===== config.mk =====
export PLATFORM = sky130hd
export DESIGN_NAME = vend_ctrl_flat
export DESIGN_NICKNAME = d
export VERILOG_FILES = /design/src/rtl/vend_ctrl_if.sv /design/src/rtl/vend_ctrl.sv /design/src/flat_wrapper.sv
export SDC_FILE = /design/constraint.sdc
export NUM_CORES = 1
export LEC_CHECK = 0
export BUFFER_PORTS_ARGS = -buffer_cell sky130_fd_sc_hd__buf_4
export CAP_MARGIN = 25
export CORE_MARGIN = 8
export CORE_UTILIZATION = 42
export CTS_CLUSTER_DIAMETER = 30
export DETAILED_ROUTE_END_ITERATION = 6
export GPL_TIMING_DRIVEN = 0
export PLACE_DENSITY_LB_ADDON = 0.1
export SLEW_MARGIN = 10
export SYNTH_ARGS = -nofsm -noshare
export SYNTH_HDL_FRONTEND = slang
export SYNTH_SLANG_ARGS = --single-unit
export TNS_END_PERCENT = 5

===== constraint.sdc =====
create_clock -name clk -period 5.4 [get_ports clk]
set_input_delay 0.27 -clock clk [delete_from_list [all_inputs] [get_ports clk]]
set_output_delay 0.27 -clock clk [all_outputs]
set_load 0.01 [all_outputs]

===== src/rtl/vend_ctrl_if.sv =====
// vend_ctrl_if: coin/keypad inputs and dispense/hopper handshakes of the vending controller
interface vend_ctrl_if #(
  parameter int CW = 6
);
  logic          coin5;
  logic          coin10;
  logic          sel_valid;
  logic [1:0]    sel;
  logic          cancel;
  logic          disp_ack;
  logic          chg_ack;
  logic          disp_req;
  logic [1:0]    disp_item;
  logic          chg_req;
  logic [CW-1:0] credit;
  logic          coin_reject;
  logic          sel_err;
  logic          busy;
  modport master (
    input  coin5, coin10, sel_valid, sel, cancel, disp_ack, chg_ack,
    output disp_req, disp_item, chg_req, credit, coin_reject, sel_err, busy
  );
  modport slave (
    output coin5, coin10, sel_valid, sel, cancel, disp_ack, chg_ack,
    input  disp_req, disp_item, chg_req, credit, coin_reject, sel_err, busy
  );
endinterface


===== src/rtl/vend_ctrl.sv =====
// vend_ctrl: vending transaction controller (credit, selection, dispense and change handshakes); VEND_TIMEOUT_EN adds an inactivity refund timeout
module vend_ctrl #(
  parameter int CW         = 6,
  parameter int MAX_CREDIT = 20,
  parameter int PRICE0     = 3,
  parameter int PRICE1     = 4,
  parameter int PRICE2     = 5,
  parameter int PRICE3     = 6,
  parameter int TO_CYC     = 255
) (
  input logic         clk,
  input logic         rst,
  vend_ctrl_if.master v
);
  typedef enum logic [1:0] {IDLE, CREDIT, DISPENSE, CHANGE} state_t;
  localparam logic [CW:0] MAXC = (CW+1)'(MAX_CREDIT);
  state_t        state;
  logic [CW-1:0] credit;
  logic [1:0]    item;
  logic          disp_req;
  logic          chg_req;
  logic          busy;
  logic          coin_reject;
  logic          sel_err;
  logic [CW:0]   sum;
  logic [CW-1:0] sel_price;
  logic [CW-1:0] rem;
  logic          coin_any;
  logic          tmo;
  function automatic logic [CW-1:0] price(input logic [1:0] i);
    return i == 2'd0 ? CW'(PRICE0) : i == 2'd1 ? CW'(PRICE1) : i == 2'd2 ? CW'(PRICE2) : CW'(PRICE3);
  endfunction
  // sum is one bit wider than credit so an over-limit add is detected rather than wrapped
  always_comb begin
    coin_any  = v.coin5 | v.coin10;
    sum       = {1'b0, credit} + {{CW{1'b0}}, v.coin5} + {{(CW-1){1'b0}}, v.coin10, 1'b0};
    sel_price = price(v.sel);
    rem       = credit - price(item);
  end
`ifdef VEND_TIMEOUT_EN
  localparam int TW = $clog2(TO_CYC + 1);
  logic [TW-1:0] cnt;
  // inactivity counter: runs only in CREDIT and restarts on any coin or selection, accepted or not
  always_ff @(posedge clk)
    cnt <= (rst || state != CREDIT || coin_any || v.sel_valid) ? '0 : cnt + 1'b1;
  assign tmo = state == CREDIT && cnt == TW'(TO_CYC);
`else
  assign tmo = 1'b0 & (TO_CYC != 0);
`endif
  // transaction FSM; every output is a register updated alongside the state
  always_ff @(posedge clk) begin
    if (rst) begin
      state       <= IDLE;
      credit      <= '0;
      item        <= '0;
      disp_req    <= 1'b0;
      chg_req     <= 1'b0;
      busy        <= 1'b0;
      coin_reject <= 1'b0;
      sel_err     <= 1'b0;
    end else begin
      coin_reject <= coin_any;
      sel_err     <= 1'b0;
      case (state)
        IDLE, CREDIT: begin
          if (v.cancel) begin
            if (credit != '0) begin
              state   <= CHANGE;
              chg_req <= 1'b1;
              busy    <= 1'b1;
            end
          end else if (v.sel_valid) begin
            if (credit >= sel_price) begin
              item     <= v.sel;
              state    <= DISPENSE;
              disp_req <= 1'b1;
              busy     <= 1'b1;
            end else
              sel_err <= 1'b1;
          end else if (coin_any) begin
            if (sum <= MAXC) begin
              credit      <= sum[CW-1:0];
              state       <= CREDIT;
              coin_reject <= 1'b0;
            end
          end else if (tmo) begin
            state   <= CHANGE;
            chg_req <= 1'b1;
            busy    <= 1'b1;
          end
        end
        DISPENSE: begin
          if (v.disp_ack) begin
            credit   <= rem;
            disp_req <= 1'b0;
            state    <= rem != '0 ? CHANGE : IDLE;
            chg_req  <= rem != '0;
            busy     <= rem != '0;
          end
        end
        default: begin
          if (v.chg_ack && credit != '0) begin
            credit  <= credit - 1'b1;
            state   <= credit == CW'(1) ? IDLE : CHANGE;
            chg_req <= credit != CW'(1);
            busy    <= credit != CW'(1);
          end
        end
      endcase
    end
  end
  assign v.credit      = credit;
  assign v.disp_item   = item;
  assign v.disp_req    = disp_req;
  assign v.chg_req     = chg_req;
  assign v.busy        = busy;
  assign v.coin_reject = coin_reject;
  assign v.sel_err     = sel_err;
endmodule


===== src/flat_wrapper.sv =====
// flat-port wrapper written by rule: the top's interface ports become plain ports
module vend_ctrl_flat 
#(
  parameter int CW         = 6,
  parameter int MAX_CREDIT = 20,
  parameter int PRICE0     = 3,
  parameter int PRICE1     = 4,
  parameter int PRICE2     = 5,
  parameter int PRICE3     = 6,
  parameter int TO_CYC     = 255
)
  (clk, rst, v_coin5, v_coin10, v_sel_valid, v_sel, v_cancel, v_disp_ack, v_chg_ack, v_disp_req, v_disp_item, v_chg_req, v_credit, v_coin_reject, v_sel_err, v_busy);
  vend_ctrl_if #(.CW(CW)) v_i ();
  input logic clk;
  input logic rst;
  input wire logic [$bits(v_i.coin5)-1:0] v_coin5;
  input wire logic [$bits(v_i.coin10)-1:0] v_coin10;
  input wire logic [$bits(v_i.sel_valid)-1:0] v_sel_valid;
  input wire logic [$bits(v_i.sel)-1:0] v_sel;
  input wire logic [$bits(v_i.cancel)-1:0] v_cancel;
  input wire logic [$bits(v_i.disp_ack)-1:0] v_disp_ack;
  input wire logic [$bits(v_i.chg_ack)-1:0] v_chg_ack;
  output wire logic [$bits(v_i.disp_req)-1:0] v_disp_req;
  output wire logic [$bits(v_i.disp_item)-1:0] v_disp_item;
  output wire logic [$bits(v_i.chg_req)-1:0] v_chg_req;
  output wire logic [$bits(v_i.credit)-1:0] v_credit;
  output wire logic [$bits(v_i.coin_reject)-1:0] v_coin_reject;
  output wire logic [$bits(v_i.sel_err)-1:0] v_sel_err;
  output wire logic [$bits(v_i.busy)-1:0] v_busy;
  assign v_i.coin5 = v_coin5;
  assign v_i.coin10 = v_coin10;
  assign v_i.sel_valid = v_sel_valid;
  assign v_i.sel = v_sel;
  assign v_i.cancel = v_cancel;
  assign v_i.disp_ack = v_disp_ack;
  assign v_i.chg_ack = v_chg_ack;
  assign v_disp_req = v_i.disp_req;
  assign v_disp_item = v_i.disp_item;
  assign v_chg_req = v_i.chg_req;
  assign v_credit = v_i.credit;
  assign v_coin_reject = v_i.coin_reject;
  assign v_sel_err = v_i.sel_err;
  assign v_busy = v_i.busy;
  vend_ctrl #(.CW(CW), .MAX_CREDIT(MAX_CREDIT), .PRICE0(PRICE0), .PRICE1(PRICE1), .PRICE2(PRICE2), .PRICE3(PRICE3), .TO_CYC(TO_CYC)) u_core (.clk(clk), .rst(rst), .v(v_i));
endmodule

==> summary.txt <==
Outcome
  • Status: finished clean

Route
  • WL/cell: 16.0 um
  • Vias: 1397
  • Initial DRC count: 72
  • DRC: 0
  • Post-Route WL: 3920 um
  • Post-DRT Antenna Nets: 0
  • Drt via density: 5.70
  • Pre-antenna DRT Iters: 4

Yosys
  • Mapped Cells: 173
  • Sequential area share after synthesis: 21.1%
  • Yosys top cell area share: 21.1%
  • Ys async rst share: 0%
  • EDFF count, synth: 0
  • Synth Warn #: 0
  • Synth cell types: 55
  • Syn Area/Cell: 8.24 um^2
  • Synth area leaders: dfxtp_1 (21%), ha_1 (12%), nor2b_1 (3.9%), inv_1 (3.7%), mux2i_1 (3.5%)
  • Post-synthesis cell area: 1430 um^2
  • Most used DFF post-synth: dfxtp_1
  • Cell taking the most area after synthesis: dfxtp_1
  • #FFs+latches synth: 15
  • Post-synthesis net count: 199

Setup path
  • CP Max Fanout: 3
  • Reg-to-reg slack, setup: 2.64 ns
  • R2R Path End: u_core.v.busy
  • Required @ worst endpoint: 5.59 ns
  • WP data arrival: 2.96 ns
  • CP startpoint kind: flip-flop
  • Worst r2r src: u_core.v.disp_item[0]
  • Crit end category: flip-flop
  • R2R depth: 11
  • Setup Crit Path Kind: reg -> reg

Global route
  • First-pass GRT wire length: 6500 um
  • GR Util met1: 18.0%
  • GRT overflow: 0
  • Most used routing layer: met2
  • Vias in the first global route: 1366
  • Largest net degree at the start of global routing: 11
  • Met3 usage: 3.77%
  • Initial antenna violation count: 0
  • GR Util met2: 25.5%
  • Tot GR Track Use: 15.0%

Die
  • Core Rows: 21
  • Die W: 74.3 um
  • I/O pin count: 23
  • Floorplan core area: 3310 um^2
  • Die height: 74.3 um
  • Initial core utilization: 43.1%
  • Die area: 5520 um^2

STA
  • Final setup fails: 0
  • Max Fclk: 362 MHz
  • Tmin final: 2.76 ns
  • Max-slew headroom: 65.7%
  • Unrepaired setup endpoints after global routing: no
  • Hold slack: 0.179 ns
  • Clock skew: 0.00370 ns
  • Max-slew violations: 0
  • Final Hold Viols: 0
  • Slew @ Worst Pin: 0.514 ns
  • Fin worst setup slack: 2.64 ns
  • Total negative slack: 0 ns
  • Final Cycle Share: 51.2%

Cells and area
  • Ratio of cells with drive above 1 in the final layout: 23.6%
  • Sequential Area: 300 um^2
  • Area of the multi-input gates: 1020 um^2
  • Final nets: 226
  • Antenna Cells: 0
  • Fillers: 369
  • Area Growth Syn to Fin: 17.5%
  • Finished Core Util: 50.6%

Placed design
  • Post-place setup slack: 2.63 ns
  • Port bufs: 22
  • DP HPWL: 3130 um
  • Routability cong.: 0.903

Clocking
  • Htree depth: 1
  • Post-CTS Hold Fix Bufs: 0
  • TritonCTS clock tree: yes
  • Worst-path clk slew: 0.09 ns
  • Sink Count: 15
  • Post_cts resized: 0
  • Maximum clock path buffer count: 2
  • Worst-skew pair later-pin latency: 0.29 ns
  • CTS root buf: clkbuf_4
  • Total CTS buffers: 3
  • Post-CTS setup buffer count: 0

Worst hold path
  • Worst hold path stage count: 2
  • Worst min-delay path startpoint: v_disp_ack
  • Worst min-delay path category: in -> reg
  • Worst Hold Path EP: u_core.v.disp_req

Power
  • Tot Pwr: 0.749 mW
  • Power per cell area: 447 nW/um^2
  • Lkg Pwr: 0.723 nW
  • Peak VDD IR: 0.155 mV

Run
  • Max Cap Violations: 0
==> routing by layer <==
metal,vias up,part of all wire [%]
met5,-,0
met4,0,2.5
met3,10,4.8
met2,41,47
met1,654,45
li1,692,-
==> worst max-delay path by stage <==
| stage | end | cells after the start | start |
|---|---|---|---|
| after floorplan | u_core.state[1] | 11 | u_core.v.disp_item[0] |
| after global placement | u_core.state[0] | 11 | u_core.v.disp_item[0] |
| after detailed placement | u_core.state[0] | 11 | u_core.v.disp_item[0] |
| after CTS | u_core.state[0] | 11 | u_core.v.disp_item[0] |
| after global routing | u_core.v.chg_req | 11 | u_core.v.disp_item[0] |
| final | u_core.v.busy | 11 | u_core.v.disp_item[0] |
==> kinds of logic (layout without fill, tap and decap cells) <==
logic type / after synthesis / in the layout / share of synthesized area (%)
multiplexers: 7 / 7 / 5.09
adder cells (fa/ha/maj): 16 / 16 / 15.1
XOR/XNOR: 1 / 1 / 0.614
flip-flops: 15 / 15 / 21.1
AND/OR/NAND/NOR: 65 / 65 / 26.5
buffers and inverters: 23 / 49 / 7.11
AO/OA/AOI/OAI: 46 / 46 / 24.6
==> worst max-delay path, cell delays in order, from the launching register on <==
cell	delay (ns)
dfxtp_1	0.37
inv_1	0.08
ha_1	0.22
or2_2	0.30
ha_1	0.21
fa_1	0.41
xor2_1	0.19
and3_1	0.18
o2111ai_2	0.09
a32oi_2	0.29
a31oi_1	0.17
o21a_1	0.14
==> synth_stat cells (all sizes together) (2+ instances only) <==
cell type and number:
dfxtp 15, ha 14, inv 14, nor2 13, nor2b 9, a21oi 8
o21ai 8, buf 7, nand2 7, a31oi 6, nand2b 6, mux2i 5
and3 4, nand3 4, nand4 4, a221oi 3, nor3 3, or3 3
a211oi 2, clkbuf 2, fa 2, mux2 2, nand3b 2, o2111ai 2
o21a 2, or2 2
==> layout by cell type (no fill, tap or decap), drive strengths merged, types with 2 or more instances in the layout <==
master    n
buf      29
dfxtp    15
or3       3
nor2b     9
nand2b    6
a221oi    3
o2111ai   2
a31oi     6
a21oi     8
fa        2
nor3      3
mux2      2
nand4     4
nor2     13
nand2     7
or2       2
o21ai     8
a211oi    2
nand3b    2
ha       14
mux2i     5
nand3     4
clkbuf    5
inv      14
and3      4
o21a      2
==> metrics by stage <==
step           std cells  instance area (um^2)
3_5_place_dp         241                  1650
3_3_place_gp         241                  1650
2_1_floorplan        173                  1430
5_1_grt              245                  1680
4_1_cts              245                  1680
6_report             245                  1680
==> report_power, final <==
group / switching (mW) / leakage [nW] / internal (mW) / total, mW
clock network: 0.0380 / 0.0177 / 0.0276 / 0.0655
logic: 0.287 / 0.582 / 0.220 / 0.507
registers: 0.0344 / 0.123 / 0.142 / 0.177
==> state kept, by name (all words and copies together) (netlist names) <==
register,count
u_core.v.disp_item,2
u_core.v.chg_req,1
u_core.v.sel_err,1
u_core.v.credit,6
u_core.v.busy,1
u_core.v.coin_reject,1
u_core.v.disp_req,1
u_core.state,2
==> cell type report <==
class	instances	share of cell area (%)
Multi-Input combinational cell	135	61.1
Timing Repair Buffer	22	9.85
Clock inverter	1	0.299
Buffer	9	2.91
Inverter	14	3.13
Sequential cell	15	17.9
Tap cell	46	3.43
Clock buffer	3	1.34
Note: power is estimated with default switching activity, not from simulation.
